$ cat src/rtl/pwm_fan_control.sv
// Thermal fan controller: hottest-core select, hysteretic level FSM, duty ramp, glitch-free 255-cycle PWM.
// Latency: temps -> t_max 1 cycle, -> level/overtemp 2 cycles; duty applied at period boundary (overtemp rise immediate).
// Backpressure: none; free-running datapath sampling the temperature inputs every cycle.
module pwm_fan_control #(
    parameter int unsigned T_LOW    = 40,
    parameter int unsigned T_MID    = 60,
    parameter int unsigned T_HIGH   = 80,
    parameter int unsigned T_CRIT   = 100,
    parameter int unsigned HYST     = 3,
    parameter int unsigned RAMP_DIV = 16
) (
    input  logic       clk,
    input  logic       rst_n,
    input  logic [7:0] temp_core0,
    input  logic [7:0] temp_core1,
    input  logic [7:0] temp_core2,
    output logic       fan,
    output logic [7:0] duty,
    output logic [1:0] fan_level,
    output logic       overtemp
);

    typedef enum logic [1:0] {
        LVL0 = 2'd0,
        LVL1 = 2'd1,
        LVL2 = 2'd2,
        LVL3 = 2'd3
    } lvl_t;

    localparam int unsigned DIV_W = (RAMP_DIV > 1) ? $clog2(RAMP_DIV) : 1;
    localparam logic [DIV_W-1:0] DIV_LAST = DIV_W'(RAMP_DIV - 1);

    // Thresholds held at 9 bits so the step-down values can floor at 0 without wrapping.
    localparam logic [8:0] UP_LOW  = 9'(T_LOW);
    localparam logic [8:0] UP_MID  = 9'(T_MID);
    localparam logic [8:0] UP_HIGH = 9'(T_HIGH);
    localparam logic [8:0] CRIT    = 9'(T_CRIT);
    localparam logic [8:0] DN_LOW  = (T_LOW  >= HYST) ? 9'(T_LOW  - HYST) : 9'd0;
    localparam logic [8:0] DN_MID  = (T_MID  >= HYST) ? 9'(T_MID  - HYST) : 9'd0;
    localparam logic [8:0] DN_HIGH = (T_HIGH >= HYST) ? 9'(T_HIGH - HYST) : 9'd0;

    logic [7:0]       t_max_q, t_max_d;
    lvl_t             level_q, level_d;
    logic             overtemp_q, overtemp_d;
    logic [7:0]       ramp_q, ramp_d;
    logic [DIV_W-1:0] div_q, div_d;
    logic [7:0]       cnt_q, cnt_d;
    logic [7:0]       duty_q, duty_d;
    logic             fan_q, fan_d;

    logic [8:0] t_max9;
    lvl_t       up_lvl, dn_lvl;
    logic [7:0] target;
    logic       div_term;
    logic       period_end;

    // Next-state logic for the max stage, level FSM, ramp and PWM.
    always_comb begin
        t_max_d = temp_core0;
        if (temp_core1 > t_max_d) t_max_d = temp_core1;
        if (temp_core2 > t_max_d) t_max_d = temp_core2;

        t_max9 = {1'b0, t_max_q};

        // Highest level reachable on the way up.
        up_lvl = LVL0;
        if      (t_max9 >= UP_HIGH) up_lvl = LVL3;
        else if (t_max9 >= UP_MID)  up_lvl = LVL2;
        else if (t_max9 >= UP_LOW)  up_lvl = LVL1;

        // Highest level still justified on the way down (hysteresis band applied).
        dn_lvl = LVL0;
        if      (t_max9 >= DN_HIGH) dn_lvl = LVL3;
        else if (t_max9 >= DN_MID)  dn_lvl = LVL2;
        else if (t_max9 >= DN_LOW)  dn_lvl = LVL1;

        overtemp_d = (t_max9 >= CRIT);

        level_d = level_q;
        if (overtemp_d)             level_d = LVL3;
        else if (up_lvl > level_q)  level_d = up_lvl;
        else if (dn_lvl < level_q)  level_d = dn_lvl;

        case (level_q)
            LVL0:    target = 8'd64;
            LVL1:    target = 8'd128;
            LVL2:    target = 8'd192;
            default: target = 8'd255;
        endcase

        div_term = (div_q == DIV_LAST);
        div_d    = div_term ? '0 : div_q + 1'b1;

        // Overtemp pins the ramp at full scale; otherwise one LSB toward target per divider wrap.
        ramp_d = ramp_q;
        if (overtemp_d) begin
            ramp_d = 8'd255;
        end else if (div_term) begin
            if (ramp_q < target)      ramp_d = ramp_q + 8'd1;
            else if (ramp_q > target) ramp_d = ramp_q - 8'd1;
        end

        period_end = (cnt_q == 8'd254);
        cnt_d      = period_end ? 8'd0 : cnt_q + 8'd1;

        // Applied duty only changes at a period boundary, except the overtemp rising edge.
        duty_d = duty_q;
        if (overtemp_d && !overtemp_q) duty_d = 8'd255;
        else if (period_end)           duty_d = ramp_q;

        fan_d = (cnt_q < duty_q);
    end

    // State registers with synchronous active-low reset.
    always_ff @(posedge clk) begin
        if (!rst_n) begin
            t_max_q    <= '0;
            level_q    <= LVL0;
            overtemp_q <= 1'b0;
            ramp_q     <= '0;
            div_q      <= '0;
            cnt_q      <= '0;
            duty_q     <= '0;
            fan_q      <= 1'b0;
        end else begin
            t_max_q    <= t_max_d;
            level_q    <= level_d;
            overtemp_q <= overtemp_d;
            ramp_q     <= ramp_d;
            div_q      <= div_d;
            cnt_q      <= cnt_d;
            duty_q     <= duty_d;
            fan_q      <= fan_d;
        end
    end

    assign fan       = fan_q;
    assign duty      = duty_q;
    assign fan_level = level_q;
    assign overtemp  = overtemp_q;

endmodule

$ cat config.mk
export PLATFORM = sky130hd
export DESIGN_NAME = pwm_fan_control
export DESIGN_NICKNAME = d
export VERILOG_FILES = /design/src/rtl/pwm_fan_control.sv
export SDC_FILE = /design/constraint.sdc
export NUM_CORES = 1
export LEC_CHECK = 0
export CELL_PAD_IN_SITES_DETAIL_PLACEMENT = 0
export CELL_PAD_IN_SITES_GLOBAL_PLACEMENT = 2
export CORE_MARGIN = 4
export CORE_UTILIZATION = 34
export DETAILED_ROUTE_END_ITERATION = 8
export PLACE_DENSITY = 0.92
export SETUP_SLACK_MARGIN = 0.1
export SLEW_MARGIN = 30
export SYNTH_ARGS = -nofsm -noshare
export SYNTH_HDL_FRONTEND = slang
export SYNTH_SLANG_ARGS = --single-unit
export TNS_END_PERCENT = 30
$ cat constraint.sdc
create_clock -name clk -period 4.5 [get_ports clk]
set_input_delay 0.9 -clock clk [delete_from_list [all_inputs] [get_ports clk]]
set_output_delay 0.9 -clock clk [all_outputs]
set_load 0.05 [all_outputs]
[Word level (Yosys, flattened, before mapping)]
Index checks and enable logic that the tools add are counted.
Word-level totals
  register bits: 40
  output and inout bits: 12
  logic and storage cells: 59
Operators by class
  $add $sub $neg: 4
  order comparisons: 14
  eq/ne operators: 4
  muxes and demuxes: 18
  bitwise logic cells: 1
  reductions and logical operators: 10
Operators by type and width (count)
  $mux 8: 8
  $ge 8x6->1 const B: 4
  $ge 8x7->1 const B: 3
  $gt 8x8->1: 3
  $pmux 8 s3: 1
  $add 8x1->8 const B: 2
  $lt 8x8->1: 2
  $mux 2: 7
  $eq 8x8->1 const B: 1
  $sub 8x1->8 const B: 1
  $reduce_bool 3->1: 2
  $add 4x1->4 const B: 1
  $eq 4x4->1 const B: 1
  $reduce_bool 2->1: 2
  $reduce_or 2->1: 2
  $eq 2x1->1 const B: 1
  $eq 2x2->1 const B: 1
  $gt 2x2->1: 1
  $logic_not 2->1: 1
  $lt 2x2->1: 1
  $mux 1: 2
  $reduce_and 2->1: 1
  $logic_and 1x1->1: 1
  $logic_not 1->1: 1
  $not 1->1: 1

[Depth between registers and ports, before layout]
  depth in word-level cells: 8
  depth in mapped cells: 16

[Least setup slack after synthesis]
Ideal clock, no wire load.
  path kind: in2reg
  start: input port temp_core0[2]
  end: register t_max_q[0]
  library setup time: 0.070 ns
  arrival: 3.537 ns
  data required time: 4.430 ns
  slack: 0.893 ns
  cell stages on the path: 14
  buffers on the path: 1
  cell sequence: inv_1 -> ha_1 -> a21o_1 -> a21oi_1 -> a21oi_1 -> o22ai_4 -> mux2i_1 -> ha_1 -> a2111oi_0 -> a21oi_1 -> o31ai_4 -> buf_4 -> o21ai_0 -> a21oi_1
On the way
  longest elaborated chain between the ends: 4
RTL lines
  from (decl): RTL line 14  | input logic [7:0] temp_core0,
  $gt 8x8->1: RTL line 60  | if (temp_core1 > t_max_d) t_max_d = temp_core1;
  $mux 8 *: RTL line 60
  $gt 8x8->1: RTL line 61  | if (temp_core2 > t_max_d) t_max_d = temp_core2;
  $mux 8 *: RTL line 61
  to (signal assigned): RTL line 126  | t_max_q <= t_max_d;
  to (decl): RTL line 42  | logic [7:0] t_max_q, t_max_d;
Every way passes the cells marked *; elsewhere a longest branch is shown, timed or not.
A chain may end at the register's enable or synchronous reset.

[Final worst setup path]
  start: input port temp_core0[2]
  end: register t_max_q[1]
The elaborated chain is that of the path after synthesis.

==> reports/metrics.cfg <==
[outcome]
status = finished clean

[grt]
antenna_found_initial = 0
gr-usage-met1_pct = 14.8
grtUsageTotal_pct = 12.0
grt_overflow = 0
grt_pass1_vias = 2216
grt_pass1_wl_um = 9830
grt.busiest_layer = met2
grt_max_degree = 24
grt_util_met2_pct = 20.9
use_met3_pct = 3.23

[route]
vias = 2335
vias_per_cell = 5.04
firstDrtPassIters = 4
drc = 0
drtIter0Drc = 94
wire_per_inst_um = 12.5
wl_um = 5780
ant_nets = 0

[logic_synthesis]
yosysUniqueCellTypes = 48
synthFlopType = dfxtp_1
ys_ff_latch = 40
synth_edf_count = 0
postSynthAreaPerCell_um2 = 8.75
syn_area_um2 = 2830
async_flop_share_pct = 0
ys_warn_count = 0
syn_nets = 393
synth_cells = 323
yosysSeqAreaShare_pct = 28.3

[clocking]
post_cts_buffers = 0
clkLatencyLatePin_ps = 300
cts-resized-gates = 0
cts_hold_buf = 0
numClockSinks = 40
tritoncts = yes
cts_htree_levels = 2
clk_pin_slew_ps = 80
cts.path.max_buffers = 2
root_buffer = clkbuf_8
cts_made_buffers = 5

[cells_and_area]
drive_above_1_share_pct = 6.09
area_delta_synth_final_pct = 20.7
fill_cells = 788
final_core_utilization_pct = 43.2
fin_nets = 430
multi_input_area_um2 = 1870
ff_latch_area_um2 = 801
antennaDiodeCount = 0

[worst_setup_path]
required_ps = 4720
end_kind = flip-flop
worstPathArrival_ps = 4260
start_kind = input pin
reg2reg_slack_ps = 1210
criticalPathCategory = input pin to flip-flop
cp_max_fo = 8

[timing]
finalSetupViolations = 0
clock.fmax_ghz = 0.248
fin_crit_ps = 4040
finalMaxSlewViolations = 0
setup_tns_ps = 0
finalCritPeriodShare_pct = 89.7
worstMarginPinSlew_ps = 740
clock_skew_ps = 14.7
hold_viol = 0
rsz0062_at_grt = false
maxSlewHeadroom_pct = 50.6

[place]
hpwl_um = 4770
io_buffers = 37
gp_congestion = 0.822

[flow_run]
drv_cap = 0

[floorplanning]
die_y_um = 99.2
fp-row-count = 32
die_w_um = 99.2
io_pins = 38
initial_utilization_pct = 35.8
core_area_um2 = 7890
dieArea_um2 = 9840

[power]
peakVddDrop_mv = 0.141
power_density_nw_per_um2 = 458
leakage_nw = 1.47

[hold_path]
hold_path.class = flip-flop to flip-flop

per-stage QoR:
| step | hold WS [ps] | instances | total power, W | setup slack [ps] | cell area (um^2) |
|---|---|---|---|---|---|
| final | 500 | 463 | 0.00156 | 464 | 3410 |
| after global placement | 468 | 453 | 0.00126 | 177 | 3280 |
| after detailed placement | 493 | 453 | 0.00127 | 87.7 | 3280 |
| after floorplan | 453 | 323 | 0.00109 | 893 | 2830 |
| after CTS | 504 | 461 | 0.00157 | 392 | 3400 |
| after global routing | 519 | 463 | 0.00170 | 176 | 3410 |
path summary, 6_finish.rpt:
kind,cells past startpoint,start,endpoint
max,15,temp_core0[2],t_max_q[1]
min reg2reg,1,div_q[0],div_q[0]
max reg2reg,12,fan_level[0],ramp_q[6]
min,1,div_q[0],div_q[0]
metal layers:
layer	routed length [um]	part of all wire [%]	vias up
li1	-	-	1235
met1	2690	47	1046
met2	2740	48	50
met3	292	5.1	4
met4	49	0.85	0
met5	0	0	-
final cells by class:
class                   instances  area share (%)
flip-flops and latches         40            23.5
clock inverters                 3            1.36
well taps                     102            3.74
clock buffers                   5            2.02
repair buffers                 40            11.5
inverters                      27            2.97
multi-input cells             246            54.9
power by group:
group	total (W)	leakage, nW	switching (W)	internal [W]
clock network	0.000298	0.0548	0.000131	0.000167
logic	0.000794	1.08	0.000437	0.000357
registers	0.000472	0.331	0.0000661	0.000406
total	0.00156	1.47	0.000634	0.000930
state kept, by name, summed over array words and instances (netlist names):
signal and flops:
fan_level 2, cnt_q 8, t_max_q 8, fan 1
ramp_q 8, duty 8, overtemp 1, div_q 4
synthesized netlist by cell type (all sizes together), types with 2 or more instances:
cell type | count | area share, %
nand3 | 11 | 1.9
nor2 | 20 | 2.7
o21ai | 19 | 3.4
and3b | 2 | 0.62
o22ai | 2 | 0.93
buf | 5 | 1.2
a31oi | 4 | 1.4
nor2b | 5 | 1.1
clkbuf | 5 | 0.66
or2 | 3 | 0.66
and2 | 2 | 0.44
xor2 | 5 | 1.5
o21a | 3 | 0.80
o31ai | 2 | 1.2
ha | 43 | 19
and3 | 4 | 0.89
nand4b | 2 | 0.62
o22a | 2 | 0.62
mux2i | 19 | 6.7
nor3 | 5 | 0.89
nand4 | 7 | 1.5
a2111oi | 2 | 0.84
a21o | 7 | 1.9
nand2b | 3 | 0.66
nand2 | 14 | 1.9
a21oi | 40 | 7.1
xnor2 | 7 | 2.2
dfxtp | 40 | 28
inv | 27 | 3.6
o21bai | 3 | 0.80
critical path, stage by stage:
cell             delay (ps)
clkdlybuf4s50_1         490
inv_1                    50
ha_1                    320
a21o_1                  200
a21oi_1                 130
a21oi_1                 110
o22ai_4                 210
mux2i_1                 310
ha_1                    310
a2111oi_0               390
a21oi_1                 170
o31ai_4                 280
buf_4                   190
o21ai_0                  70
a21oi_1                 130
cells in the final DEF (no fill, tap or decap), types with 2 or more instances in the layout:
cell,netlist,layout
ha_1,43,43
a21oi_1,40,40
dfxtp_1,40,40
clkdlybuf4s50_1,0,37
inv_1,27,27
nor2_1,20,20
mux2i_1,19,19
o21ai_0,15,15
nand2_1,13,13
nand3_1,11,11
a21o_1,7,7
nand4_1,7,7
xnor2_1,7,7
nor3_1,5,5
nor2b_1,5,5
xor2_1,5,5
clkbuf_8,0,5
o21ai_1,4,4
and3_1,4,4
nand2b_1,3,3
o21bai_1,3,3
o21a_1,3,3
a31oi_1,3,3
buf_4,3,3
nand4b_1,2,2
o22a_1,2,2
and2_1,2,2
or2_2,2,2
and3b_1,2,2
logic make-up after synthesis:
| group | after synthesis | share of synthesized area, % |
|---|---|---|
| buf+inv | 37 | 5.40 |
| xor+xnor | 12 | 3.72 |
| flops | 40 | 28.3 |
| mux | 20 | 7.13 |
| simple gates | 80 | 14.7 |
| fa+ha+maj | 44 | 19.7 |
| compound gates | 90 | 20.9 |
(Power assumes the default switching activity.)
